File: config.mk
export PLATFORM = sky130hd
export DESIGN_NAME = aer_rate_encoder
export DESIGN_NICKNAME = d
export VERILOG_FILES = /design/src/rtl/aer_rate_encoder.sv
export SDC_FILE = /design/constraint.sdc
export NUM_CORES = 1
export LEC_CHECK = 0
export BUFFER_PORTS_ARGS = -buffer_cell sky130_fd_sc_hd__buf_2
export CORE_ASPECT_RATIO = 1.25
export CORE_UTILIZATION = 40
export CTS_BUF_LIST = sky130_fd_sc_hd__clkbuf_8
export DETAILED_ROUTE_END_ITERATION = 10
export PLACE_DENSITY_LB_ADDON = 0.2
export SLEW_MARGIN = 5
export SYNTH_ARGS = -nofsm -noshare
export SYNTH_HDL_FRONTEND = slang
export SYNTH_SLANG_ARGS = --single-unit
export TNS_END_PERCENT = 50
File: constraint.sdc
create_clock -name i_clk -period 7.9 [get_ports i_clk]
set_input_delay 0.79 -clock i_clk [delete_from_list [all_inputs] [get_ports i_clk]]
set_output_delay 0.79 -clock i_clk [all_outputs]
set_load 0.01 [all_outputs]
File: src/rtl/aer_rate_encoder.sv
// Rate-codes a buffered pixel sample into AER spike/tick events over TIME_STEP steps.
// Events leave on a 4-phase REQ/ACK handshake; any ACK latency simply stalls the scan.
module aer_rate_encoder #(
   parameter int INPUT_NEURON = 27,
   parameter int TIME_STEP    = 8,
   parameter int PIX_WIDTH    = 8,
   parameter int AER_WIDTH    = 12
) (
   input  logic                            i_clk,
   input  logic                            i_rst_n,
   input  logic                            i_pix_wr_en,
   input  logic [$clog2(INPUT_NEURON)-1:0] i_pix_wr_addr,
   input  logic [PIX_WIDTH-1:0]            i_pix_wr_data,
   input  logic                            i_start,
   output logic [AER_WIDTH-1:0]            o_aerin_addr,
   output logic                            o_aerin_req,
   input  logic                            i_aerin_ack,
   output logic                            o_busy,
   output logic                            o_done
);

   localparam int IW = $clog2(INPUT_NEURON);
   localparam int SW = (TIME_STEP > 1) ? $clog2(TIME_STEP) : 1;
   localparam logic [IW-1:0] LAST_IDX  = IW'(INPUT_NEURON - 1);
   localparam logic [SW-1:0] LAST_STEP = SW'(TIME_STEP - 1);
   localparam logic [AER_WIDTH-1:0] TICK_ADDR = {2'b01, {(AER_WIDTH-2){1'b0}}};

   localparam logic [2:0] ST_IDLE         = 3'd0;
   localparam logic [2:0] ST_SCAN         = 3'd1;
   localparam logic [2:0] ST_SEND_REQ     = 3'd2;
   localparam logic [2:0] ST_WAIT_ACK_LOW = 3'd3;
   localparam logic [2:0] ST_TICK_REQ     = 3'd4;
   localparam logic [2:0] ST_TICK_WAIT    = 3'd5;
   localparam logic [2:0] ST_FINISH       = 3'd6;

   logic [2:0]           r_state;
   logic [PIX_WIDTH-1:0] r_pix [INPUT_NEURON];
   logic [PIX_WIDTH-1:0] r_acc [INPUT_NEURON];
   logic [IW-1:0]        r_idx;
   logic [SW-1:0]        r_step;
   logic [AER_WIDTH-1:0] r_addr;
   logic                 r_req;
   logic                 r_busy;
   logic                 r_done;

   logic [PIX_WIDTH:0]   w_sum;
   logic [AER_WIDTH-1:0] w_spike_addr;
   logic                 w_last_idx;
   logic                 w_last_step;

   // Carry out of the phase accumulator is the spike for this neuron/step.
   assign w_sum        = {1'b0, r_acc[r_idx]} + {1'b0, r_pix[r_idx]};
   assign w_spike_addr = {{(AER_WIDTH-IW){1'b0}}, r_idx};
   assign w_last_idx   = (r_idx == LAST_IDX);
   assign w_last_step  = (r_step == LAST_STEP);

   assign o_aerin_addr = r_addr;
   assign o_aerin_req  = r_req;
   assign o_busy       = r_busy;
   assign o_done       = r_done;

   always_ff @(posedge i_clk or negedge i_rst_n) begin
      if (!i_rst_n) begin
         for (int k = 0; k < INPUT_NEURON; k++) r_pix[k] <= '0;
      end else if (i_pix_wr_en && r_state == ST_IDLE && i_pix_wr_addr <= LAST_IDX) begin
         r_pix[i_pix_wr_addr] <= i_pix_wr_data;
      end
   end

   always_ff @(posedge i_clk or negedge i_rst_n) begin
      if (!i_rst_n) begin
         r_state <= ST_IDLE;
         for (int k = 0; k < INPUT_NEURON; k++) r_acc[k] <= '0;
         r_idx  <= '0;
         r_step <= '0;
         r_addr <= '0;
         r_req  <= 1'b0;
         r_busy <= 1'b0;
         r_done <= 1'b0;
      end else begin
         case (r_state)
            ST_IDLE: begin
               if (i_start) begin
                  for (int k = 0; k < INPUT_NEURON; k++) r_acc[k] <= '0;
                  r_idx   <= '0;
                  r_step  <= '0;
                  r_busy  <= 1'b1;
                  r_state <= ST_SCAN;
               end
            end
            ST_SCAN: begin
               r_acc[r_idx] <= w_sum[PIX_WIDTH-1:0];
               if (w_sum[PIX_WIDTH]) begin
                  r_addr  <= w_spike_addr;
                  r_req   <= 1'b1;
                  r_state <= ST_SEND_REQ;
               end else if (w_last_idx) begin
                  r_addr  <= TICK_ADDR;
                  r_req   <= 1'b1;
                  r_state <= ST_TICK_REQ;
               end else begin
                  r_idx <= r_idx + 1'b1;
               end
            end
            ST_SEND_REQ: begin
               if (i_aerin_ack) begin
                  r_req   <= 1'b0;
                  r_state <= ST_WAIT_ACK_LOW;
               end
            end
            ST_WAIT_ACK_LOW: begin
               if (!i_aerin_ack) begin
                  if (w_last_idx) begin
                     r_addr  <= TICK_ADDR;
                     r_req   <= 1'b1;
                     r_state <= ST_TICK_REQ;
                  end else begin
                     r_idx   <= r_idx + 1'b1;
                     r_state <= ST_SCAN;
                  end
               end
            end
            ST_TICK_REQ: begin
               if (i_aerin_ack) begin
                  r_req   <= 1'b0;
                  r_state <= ST_TICK_WAIT;
               end
            end
            ST_TICK_WAIT: begin
               if (!i_aerin_ack) begin
                  if (w_last_step) begin
                     r_busy  <= 1'b0;
                     r_done  <= 1'b1;
                     r_state <= ST_FINISH;
                  end else begin
                     r_step  <= r_step + 1'b1;
                     r_idx   <= '0;
                     r_state <= ST_SCAN;
                  end
               end
            end
            ST_FINISH: begin
               r_done  <= 1'b0;
               r_state <= ST_IDLE;
            end
            default: r_state <= ST_IDLE;
         endcase
      end
   end

endmodule

==> Word-level counts from Yosys, hierarchy flattened <==
Cells that the tools add are included.
{ "word_totals": {"wordCells": 160, "latchBits": 0, "out_inout_bits": 15, "memories": 0, "ram_bits": 0, "rom_bits": 0, "input_bits": 18, "ff_bits": 458} }
{ "classes": {"n_addsub": 3, "div": 0, "reduce_logical": 20, "shift": 0, "multipliers": 0, "muxes": 51, "eq_ne": 18, "magnitude_cmp": 5, "bitwise_logic": 2} }
{ "ops": {"columns": ["cell", "n"], "rows": [
  ["bitwise mux 216 bit", 2],
  ["one-hot mux 216 bit (2 select lines)", 1],
  ["2-to-1 mux 216 bit", 1],
  ["binary-select mux 8 bit (select 5 bit)", 2],
  ["demux 8 bit (select 5 bit)", 2],
  ["2-to-1 mux 8 bit", 6],
  ["2-to-1 mux 12 bit", 3],
  ["2-to-1 mux 3 bit", 12],
  ["2-to-1 mux 5 bit", 6],
  ["one-hot mux 12 bit (2 select lines)", 1],
  ["one-hot mux 5 bit (4 select lines)", 1],
  ["one-hot mux 3 bit (6 select lines)", 1],
  ["!= test 2 bit (second input constant)", 8],
  ["== test 3 bit (second input constant)", 4],
  [">= comparator 6 bit (second input constant)", 2],
  ["< comparator 6 x 1 -> 1 bit (second input constant)", 2],
  ["inverter 5 -> 6 bit", 2],
  ["AND reduction 6 bit", 2],
  ["adder 8 x 8 -> 9 bit", 1],
  ["2-to-1 mux 1 bit", 9],
  ["AND reduction 4 bit", 2],
  ["nonzero test 2 bit", 4],
  ["== test 3 x 2 -> 1 bit (second input constant)", 2],
  ["one-hot mux 3 bit (2 select lines)", 1],
  ["other kinds (16)", 22]
]} }

==> Longest topological paths before layout <==
Gate-level depths: netlist (run 1).
{ "logic_depth": {"word_depth": 7, "ltp_mapped": 16, "mapped_depth_nobuf": 12} }

==> Worst setup path after synthesis (run 1) <==
Ideal clock, no wire load.
{ "synth_timing": {"path_kind": "reg2reg", "start": "reg r_idx[0]", "end": "reg r_addr[0], in the netlist o_aerin_addr[0]", "path_stages_with_launch": 14, "setup_slack_ns": 3.743, "path_buffers": 3, "t_required_ns": 7.779, "arrival_ns": 4.035, "path_cell_list": "dfrtp_1 -> buf_2 -> buf_2 -> buf_2 -> mux4_2 -> o211ai_1 -> o211ai_1 -> ha_1 -> fa_1 -> a211oi_2 -> o21bai_2 -> a2111oi_4 -> nor2_2 -> o22a_1"} }
{ "synth_between": {"elab_chain_len": 7, "word_cells_on_any_way": 13} }
{ "synth_rtl": {"columns": ["item", "line_no", "rtl"], "rows": [
  ["start, declared", "39", "logic [IW-1:0] r_idx;"],
  ["start signal, assigned", "102", "r_idx <= r_idx + 1'b1;"],
  ["start signal, assigned", "118", "r_idx <= r_idx + 1'b1;"],
  ["inverter 5 -> 6 bit (not written as such)", "52", "assign w_sum = {1'b0, r_acc[r_idx]} + {1'b0, r_pix[r_idx]};"],
  ["binary-select mux 8 bit (select 5 bit)", "52", null],
  ["2-to-1 mux 8 bit (not written as such) (2 in series)", "52", null],
  ["adder 8 x 8 -> 9 bit", "52", null],
  ["2-to-1 mux 12 bit", "93", "if (w_sum[PIX_WIDTH]) begin"],
  ["one-hot mux 12 bit (2 select lines) (*)", "81", "case (r_state)"],
  ["end signal, assigned", "94", "r_addr <= w_spike_addr;"],
  ["end, declared", "41", "logic [AER_WIDTH-1:0] r_addr;"]
]} }
Mark *: on every way between the ends. The rest lies on a longest branch, timed or not. The select of a mux whose other input is x is not followed.
A chain may end at the register's enable or synchronous reset.

==> Worst setup path in the final report (run 1) <==
{ "layout_timing": {"start": "reg r_idx[0]", "end": "reg r_acc[118] (netlist name)"} }
{ "layout_between": {"elab_chain_len": 7, "word_cells_on_any_way": 15} }
{ "layout_rtl": {"columns": ["item", "line_no", "rtl"], "rows": [
  ["inverter 5 -> 6 bit (not written as such) (*)", "52, 92", null],
  ["binary-select mux 8 bit (select 5 bit) (tied with other cells)", "52", null],
  ["2-to-1 mux 8 bit (not written as such) / logical AND 1 bit (equally long branches)", "52, 92", null],
  ["2-to-1 mux 8 bit (on tied branches)", "52, 92", null],
  ["adder 8 x 8 -> 9 bit / demux 8 bit (select 5 bit) (equally long branches)", "52, 92", null],
  ["bitwise mux 216 bit (*)", "92", "r_acc[r_idx] <= w_sum[PIX_WIDTH-1:0];"],
  ["one-hot mux 216 bit (2 select lines) (*)", "81", null],
  ["end signal, assigned by index", "92", null],
  ["end, declared", "38", "logic [PIX_WIDTH-1:0] r_acc [INPUT_NEURON];"]
]} }
Marks and branches as above.

==> results of run 1 <==
synthesized netlist by cell type (9+ instances only):
cell | n | area [um^2]
a31o_2 | 9 | 78.8
mux4_2 | 96 | 2160
o211ai_1 | 35 | 263
clkbuf_1 | 117 | 439
mux2_1 | 36 | 405
buf_2 | 31 | 155
dfrtp_1 | 458 | 11500
a221o_1 | 14 | 140
o21ai_0 | 190 | 951
mux2i_1 | 51 | 510
a311oi_1 | 9 | 78.8
o22ai_1 | 9 | 56.3
nand2_1 | 171 | 642
nor3_1 | 42 | 210
ha_1 | 14 | 175
mux2_2 | 191 | 2150
or3_1 | 41 | 257
nor2_1 | 68 | 255
nand3_1 | 161 | 806
a21oi_1 | 33 | 165
routing by layer:
metal / GRT usage / vias to the layer above / share of wire
li1: - / 7051 / -
met1: 0.284 / 8229 / 0.43
met5: 0 / - / 0
met2: 0.372 / 456 / 0.49
met4: 0.0905 / 0 / 0.033
met3: 0.0326 / 142 / 0.044
metrics by stage:
stage,cell area [um^2],util,power [W],hold slack [ns]
finish,24800,0.444,0.00767,0.186
global route,24800,0.444,0.00808,0.227
detailed placement,23200,0.416,0.00556,0.466
CTS,24800,0.444,0.00774,0.179
global placement,23200,0.416,0.00550,0.462
floorplan,22600,-,0.00476,0.452
area by class of cell:
cell class              count  area, um^2
fillers                  5182       31100
flip-flops and latches    458       11500
multi-input cells        1292       10400
clock buffers             102        1400
well taps                 742         928
repair buffers             58         403
clock inverters            39         186
inverters                   9        33.8
diodes                      1        2.50
cells by family (layout without fill, tap and decap cells):
logic type                 Yosys count  after routing  share of synthesized area
muxes                              374            374                      0.231
buffers and inverters              172            208                     0.0323
AOI/OAI and AO/OA                  348            348                     0.0964
other                                0              1                          0
xor gates and xnor gates             7              7                    0.00271
DFF                                458            458                      0.507
adders and majority gates           15             15                    0.00864
and+or+nand+nor                    548            548                      0.121
worst register-to-register path: cells and delay by family (launching register included):
family | cells | cell delay, ns
AOI/OAI and AO/OA | 7 | 1.41
DFF | 1 | 0.93
adders and majority gates | 2 | 0.83
and+or+nand+nor | 2 | 0.77
muxes | 1 | 0.66
buffers and inverters | 1 | 0.48
sequential cells by signal, indices dropped and copies added, names as in the netlist:
name and count:
r_acc 216, r_pix 216, o_aerin_addr 12, r_idx 5, r_state 3, r_step 3, o_aerin_req 1, o_busy 1
o_done 1
worst min path at each step:
stage	start	to	slack [ns]	cells after the start
3_5_place_dp	o_aerin_addr[6]	o_aerin_addr[6]	0.47	1
2_1_floorplan	r_pix[6]	r_pix[6]	0.45	1
5_1_grt	i_rst_n	r_acc[169]	0.23	1
6_report	i_rst_n	r_acc[161]	0.19	1
4_1_cts	i_rst_n	r_acc[161]	0.18	1
3_3_place_gp	r_pix[87]	r_pix[87]	0.46	1
report_power, final:
part	switching, W	internal (W)	total (W)
Combinational	0.00149	0.000899	0.00239
Clock	0.00100	0.00116	0.00216
Sequential	0.000326	0.00280	0.00313
Total	0.00282	0.00486	0.00767
==> results.md, run 1 <==
* Status: finished, final reports clean
* Htree depth at 3
* Die Ht at 268 um
* Period utilization at 0.664
* Worst-Skew Late Latency at 0.68 ns
* Tot GR Track Use at 0.220
* Area of the mapped netlist at 22600 um^2
* Least-Margin Pin Slew at 1.29 ns
* Rows at 97
* Syn nets at 1955
* Worst Path Required at 8.38 ns
* R2R Setup Slk at 2.66 ns
* Final hold violations at 0
* CTS buffer count at 80
* Max_cap viols at 0
* VDD IR-drop max at 0.000209 V
* DRC at 0
* Vias at 15900
* Most frequent cells in the layout: 456 x dfrtp_1, 191 x mux2_2, 190 x o21ai_0
* Avg WL per Cell at 23.2 um
* Rel. slew slack at 0.140
* Fin Setup TNS at 0 ns
* PortBufs at 32
* Worst path bufs/invs at 1
* Avg Cell Area, Syn at 11.8 um^2
* Setup Fix Bufs, Post-CTS at 0
* CTS tree: done
* Drt total wl at 62.6 mm
* Routability cong. at 0.849
* Yosys Warn Count at 0
* Yosys cell types at 77
* Mapped Cells at 1922
* Largest net degree at the start of global routing at 179
* DP HPWL at 39.4 mm
* Leak at 11.2 nW
* Min-delay worst type: in2async
* Global-route wire length before repair at 97.1 mm
* Final ANT Viol Nets at 0
* Final worst path period need at 5.24 ns
* Reg-to-reg critical path startpoint: r_idx[0]
* Pwr/cell area at 309 nW/um^2
* Worst setup path endpoint: r_acc[118]
* # IOs at 33
* CTS resizes at 0
* Syn-to-layout area delta at 9.98%
* Worst setup margin at 2.66 ns
* Unrepaired setup endpoints after global routing: no
* Reg-to-reg endpoint: r_acc[118]
* Leading cell type in the layout, fill and taps excluded: dfrtp_1
* Antenna violations before repair at 2
* Vias in the first global route at 16200
* Core area at 55900 um^2
* Register area share after synthesis at 0.507
* Worst-case clock skew at 0.0596 ns
* Die W at 215 um
* Levels on crit path at 13
* Pre-CTS setup slack at 2.66 ns
* Die area at 57400 um^2
* CTS clk-pin slew, worst paths at 0.06 ns
* Slowest cell on crit path: dfrtp_4
* DR iter-0 viols at 1279
* DR vias/cell at 5.88
* Crit path max fanout at 60
* CTS root buffer: clkbuf_8
* Max stage delay on crit path at 0.93 ns
* Fraction of layout cells with a size suffix above 1 at 0.257
* Critical Path End Type: flop
* # clock sinks at 458
* R2R cell count at 13
* Critical path launch point type: flop
* Largest delay share family, worst path: compound AO/OA/AOI/OAI gates
* Max Freq at 0.191 GHz
* Critical path class: reg2reg
* Setup violations, final at 0
* Ys async rst share at 1.00
* # hold bufs at CTS at 0
* Initial Util at 0.404
* Slew Viols, Final at 0
* # nets final at 1932
* Critical path origin: r_idx[0]
* Ys flop type: dfrtp_1
* Critical path arrival at 5.72 ns
* Cell count after placement at 2559
* Longest Clk Path Bufs at 3
* DR pass1 iterations at 5
* Seq cells post-synth at 458
* Post-Layout Cell Count at 2701
* Ordered cell list for the critical path: buf_12 > mux4_2 > nand2_1 > a21oi_1 > a21oi_1 > o211ai_1 > ha_1 > fa_1 > a211oi_2 > o21bai_2 > a211o_2 > nand2_1 > o21ai_0
* Post-synth EDFFs at 0
* Grt ovf at 0
Note: power is estimated with default switching activity, not from simulation.
==> run 2, diff against run 1 <==
==> constraint.sdc (replaced) <==
create_clock -name i_clk -period 4.46 [get_ports i_clk]
set_input_delay 0.446 -clock i_clk [delete_from_list [all_inputs] [get_ports i_clk]]
set_output_delay 0.446 -clock i_clk [all_outputs]
set_load 0.01 [all_outputs]
==> run 2 against run 1 <==
Net effect: critical path depth unchanged; routed wire length about the same; the flow now finishes with violations (design-rule violations); clock power up 76%; register-to-register slack worse by 2.4 ns; clock skew down 0.0056 ns; first-iteration DRC count up 15%; final area up 1.9%; fmax up 24%; largest cell class unchanged; cell count up 1.7%.
==> results.md, run 2 (synthesis gave the netlist of run 1 again) <==
* Critical path origin: r_idx[0]
* Worst-case clock skew at 0.0539 ns
* Critical Path End Type: flop
* Util after Layout at 0.452
* DR iter-0 viols at 1469
* Initial Util at 0.404
* Global-route wire length before repair at 98.3 mm
* Vias in the first global route at 16200
* PortBufs at 32
* Critical path launch point type: flop
* Leak at 11.5 nW
* Critical path arrival at 4.81 ns
* Worst Path Required at 5.06 ns
* Hold Crit Start: i_aerin_ack
* Grt ovf at 0
* Avg WL per Cell at 22.8 um
* # clock sinks at 458
* Unrepaired setup endpoints after global routing: no
* DR vias/cell at 5.77
* Worst-Skew Late Latency at 0.69 ns
* Clock power share at 0.272
* Routability cong. at 0.872
* Slew Viols, Final at 0
* Hold path depth at 4
* Sequential share of power at 0.390
* CTS root buffer: clkbuf_8
* Longest Clk Path Bufs at 3
* Htree depth at 3
* CTS tree: done
* Rows at 97
* R2R cell count at 13
* Setup violations, final at 0
* Drt total wl at 62.6 mm
* Power Total at 0.0140 W
* Most frequent cells in the layout: 456 x dfrtp_1, 191 x mux2_2, 190 x o21ai_0
* Die W at 215 um
* Final worst path period need at 4.21 ns
* CTS clk-pin slew, worst paths at 0.06 ns
* Least-Margin Pin Slew at 1.22 ns
* Die Ht at 268 um
* Sw frac at 0.365
* CTS buffer count at 79
* Reg-to-reg endpoint: r_acc[111]
* P_sw at 0.00509 W
* Pwr/cell area at 551 nW/um^2
* Core area at 55900 um^2
* VDD IR-drop max at 0.000301 V
* Leading cell type in the layout, fill and taps excluded: dfrtp_1
* Reg-to-reg critical path startpoint: r_idx[0]
* Final hold slack at 0.216 ns
* Syn-to-layout area delta at 12.1%
* DRC at 4
* Tot GR Track Use at 0.223
* Critical path class: reg2reg
* Internal at 0.00887 W
* CTS resizes at 0
* Max Freq at 0.237 GHz
* R2R Setup Slk at 0.25 ns
* Min-delay worst type: in2reg
* # IOs at 33
* DR pass1 iterations at 8
* Crit path max fanout at 17
* Final hold violations at 0
* Fraction of layout cells with a size suffix above 1 at 0.273
* Filler cells at 5179
* # nets final at 1976
* Period utilization at 0.944
* Rel. slew slack at 0.185
* DP HPWL at 41.3 mm
* Antenna violations before repair at 2
* Failing checks: design-rule violations
* Fin Setup TNS at 0 ns
* Vias at 15800
* Final ANT Viol Nets at 0
* Hold Path Sink: o_aerin_addr[10]
* Comb pwr share at 0.338
* Largest net degree at the start of global routing at 140
* Status: finished, violations left
* Die area at 57400 um^2
* Max_cap viols at 0
==> run 2: cell types whose count changed in the layout (fill, tap and decap cells not counted), sizes merged, moves of 2 or more <==
cell,delta
inv,+3
buf,+44
clkbuf,-6
clkinv,+2
==> run 2: worst max path at each step <==
stage                                  to  slack [ns]  depth (start not counted)
after floorplan           o_aerin_addr[0]        0.30                         13
final                          r_acc[111]        0.25                         13
after global placement    o_aerin_addr[1]        0.14                         12
after global routing            r_acc[94]        0.10                         15
after CTS                 o_aerin_addr[1]        0.05                         12
after detailed placement  o_aerin_addr[1]        0.09                         12
==> run 2: final cells by class <==
class | count | area [um^2] | share of cell area
Inverter | 9 | 33.8 | 0.00133
Antenna cell | 2 | 5.00 | 0.000198
Sequential cell | 458 | 11500 | 0.453
Timing Repair Buffer | 103 | 893 | 0.0353
Clock buffer | 96 | 1320 | 0.0522
Clock inverter | 44 | 253 | 0.00998
Multi-Input combinational cell | 1292 | 10400 | 0.411
Tap cell | 742 | 928 | 0.0367
==> run 2: power groups by stage <==
stage	combinational [W]	clock (W)	sequential (W)
3_5_place_dp	0.00465	0	0.00554
5_1_grt	0.00509	0.00411	0.00553
3_3_place_gp	0.00458	0	0.00550
4_1_cts	0.00466	0.00393	0.00547
6_report	0.00472	0.00380	0.00544
2_1_floorplan	0.00313	0	0.00530
==> run 2: repair_timing <==
action	in CTS	in global routing
setup buffers	0	4
endpoints found under the hold margin	55	0
hold buffers	1	0
endpoints found under the setup margin	0	50
==> run 2: metrics by stage <==
step	cells	area, um^2	worst slack (ns)
final	2746	25300	0.249
after global routing	2745	25300	0.102
after detailed placement	2599	23700	0.0867
after floorplan	1922	22600	0.303
after CTS	2740	25300	0.0541
after global placement	2599	23700	0.142
==> run 2: routing by layer <==
layer | share of wire | GRT usage
met5 | 0.00021 | 0
met4 | 0.027 | 0.0819
met3 | 0.045 | 0.0360
met2 | 0.50 | 0.380
met1 | 0.43 | 0.285
==> run 2: worst max-delay path, cell delays in order (launching register included) <==
cell and delay [ns]:
dfrtp_4 0.55, buf_12 0.19, buf_4 0.23, mux4_2 0.53
mux2i_1 0.36, o22ai_1 0.14, a221o_1 0.28, ha_1 0.36
o21ai_0 0.27, o21ai_1 0.12, a21o_1 0.40, buf_4 0.27
or3_1 0.34, nand3_1 0.09
==> run 3, diff against run 2 <==
--- a/config.mk
+++ b/config.mk
@@ -10,6 +10,7 @@
 export CORE_UTILIZATION = 40
 export CTS_BUF_LIST = sky130_fd_sc_hd__clkbuf_8
 export DETAILED_ROUTE_END_ITERATION = 10
+export MAX_ROUTING_LAYER = met4
 export PLACE_DENSITY_LB_ADDON = 0.2
 export SLEW_MARGIN = 5
 export SYNTH_ARGS = -nofsm -noshare
==> constraint.sdc (replaced) <==
create_clock -name i_clk -period 3.4 [get_ports i_clk]
set_input_delay 0.34 -clock i_clk [delete_from_list [all_inputs] [get_ports i_clk]]
set_output_delay 0.34 -clock i_clk [all_outputs]
set_load 0.01 [all_outputs]
==> run 3 against run 2 <==
Net effect: the flow finishes with violations (negative setup slack); clock skew shrank 0.011 ns; global-route usage grew 2.0 points; clock power is 39% higher; critical path depth is 2 higher; cell count increased by 6.3%; setup slack got worse by 0.61 ns.
==> results.md, run 3 (synthesis gave the netlist of run 1 again) <==
* Status: finished, violations left
* Failing checks: negative setup slack
* Hold Path Sink: r_state[1]
* # IOs at 33
* Die Ht at 268 um
* Pre-CTS setup slack at -0.670 ns
* Max_cap viols at 0
* Critical Path End Type: flop
* Final hold slack at 0.0734 ns
* Critical path launch point type: flop
* Antenna violations before repair at 1
* DR pass1 iterations at 5
* CTS clk-pin slew, worst paths at 0.06 ns
* Largest net degree at the start of global routing at 82
* Syn-to-layout area delta at 22.7%
* Die area at 57400 um^2
* Pwr/cell area at 755 nW/um^2
* Fin Setup TNS at -35.85 ns
* Routability cong. at 0.930
* Period utilization at 1.11
* Reg-to-reg critical path startpoint: r_idx[0]
* R2R Setup Slk at -0.36 ns
* CTS tree: done
* Vias at 16700
* Avg WL per Cell at 22.8 um
* PortBufs at 32
* Grt ovf at 0
* Slew Viols, Final at 0
* DP HPWL at 44.5 mm
* Hold path depth at 3
* Unrepaired setup endpoints after global routing: yes
* DRC at 0
* Critical path class: reg2reg
* Fraction of layout cells with a size suffix above 1 at 0.366
* CTS buffer count at 80
* Crit path max fanout at 9
* Final hold violations at 0
* Core area at 55900 um^2
* Leak at 12.6 nW
* Initial Util at 0.404
* Htree depth at 3
* Min-delay worst type: in2reg
* Rows at 97
* R2R cell count at 15
* Least-Margin Pin Slew at 0.932 ns
* Power Total at 0.0209 W
* Util after Layout at 0.495
* # nets final at 2152
* Leading cell type in the layout, fill and taps excluded: dfrtp_1
* Most frequent cells in the layout: 455 x dfrtp_1, 191 x mux2_2, 170 x nand2_1
* Final ANT Viol Nets at 0
* Rel. slew slack at 0.374
* DR iter-0 viols at 1325
* Global-route wire length before repair at 104 mm
* Drt total wl at 66.6 mm
* Worst setup margin at -0.359 ns
* Critical path arrival at 4.30 ns
* Worst-case clock skew at 0.0426 ns
* Longest Clk Path Bufs at 3
* Setup violations, final at 152
* Worst-Skew Late Latency at 0.69 ns
* DR vias/cell at 5.72
* # clock sinks at 458
* Max Freq at 0.266 GHz
* Tot GR Track Use at 0.243
* Vias in the first global route at 17200
* Hold Crit Start: i_aerin_ack
* Final worst path period need at 3.76 ns
* Die W at 215 um
* CTS root buffer: clkbuf_8
* Worst Path Required at 3.94 ns
* Reg-to-reg endpoint: r_acc[47]
* VDD IR-drop max at 0.000372 V
-- run 3: layout make-up --
cell class	count	area, um^2
Timing Repair Buffer	278	2740
Sequential cell	458	11500
Antenna cell	1	2.50
Clock inverter	38	273
Fill cell	4971	28200
Multi-Input combinational cell	1292	10900
Clock buffer	102	1400
Tap cell	742	928
Inverter	9	37.5
-- run 3: critical path, stage by stage (launching register included) --
cell      delay, ns
dfrtp_4        0.46
buf_6          0.17
buf_4          0.12
mux4_2         0.54
mux2i_4        0.22
nor3_4         0.08
a221oi_4       0.27
buf_4          0.18
nand3_2        0.11
ha_4           0.29
o21a_4         0.23
buf_6          0.12
a21oi_4        0.22
buf_12         0.17
nor3_1         0.05
or3_1          0.39
-- run 3: report_power, final --
group,switching (W),internal (W)
Clock,0.00236,0.00294
Sequential,0.000571,0.00651
Combinational,0.00454,0.00401
-- run 3: worst max-delay path by stage --
| stage | from | to | slack [ns] | depth (start not counted) |
|---|---|---|---|---|
| final | r_idx[0] | r_acc[47] | -0.36 | 15 |
| after global routing | r_idx[0] | r_idx[2] | -0.50 | 13 |
| after floorplan | r_idx[0] | o_aerin_addr[0] | -0.22 | 13 |
| after global placement | r_idx[0] | o_aerin_addr[4] | -0.70 | 15 |
| after detailed placement | r_idx[0] | r_idx[2] | -0.67 | 15 |
| after CTS | r_idx[0] | r_idx[2] | -0.39 | 16 |
-- run 3: through the flow --
stage	area [um^2]	cells
floorplan	22800	1922
global placement	25000	2736
detailed placement	25000	2736
CTS	27500	2909
global route	27700	2920
finish	27700	2920
-- run 3: routing by layer --
layer | global-route usage | routed length (um) | up-vias
li1 | - | - | 7505
met1 | 0.301 | 28000 | 8582
met2 | 0.406 | 33300 | 467
met3 | 0.0306 | 2910 | 152
met4 | 0.0942 | 2350 | 0
met5 | - | 0 | -
-- run 3: what timing repair did --
| action | CTS | global route |
|---|---|---|
| hold buffers | 1 | 0 |
| hold endpoints to repair | 72 | 0 |
| resized for setup | 122 | 58 |
| setup buffers | 25 | 12 |
| pin swaps | 60 | 22 |
| gates cloned | 7 | 0 |
| endpoints found under the setup margin | 156 | 182 |
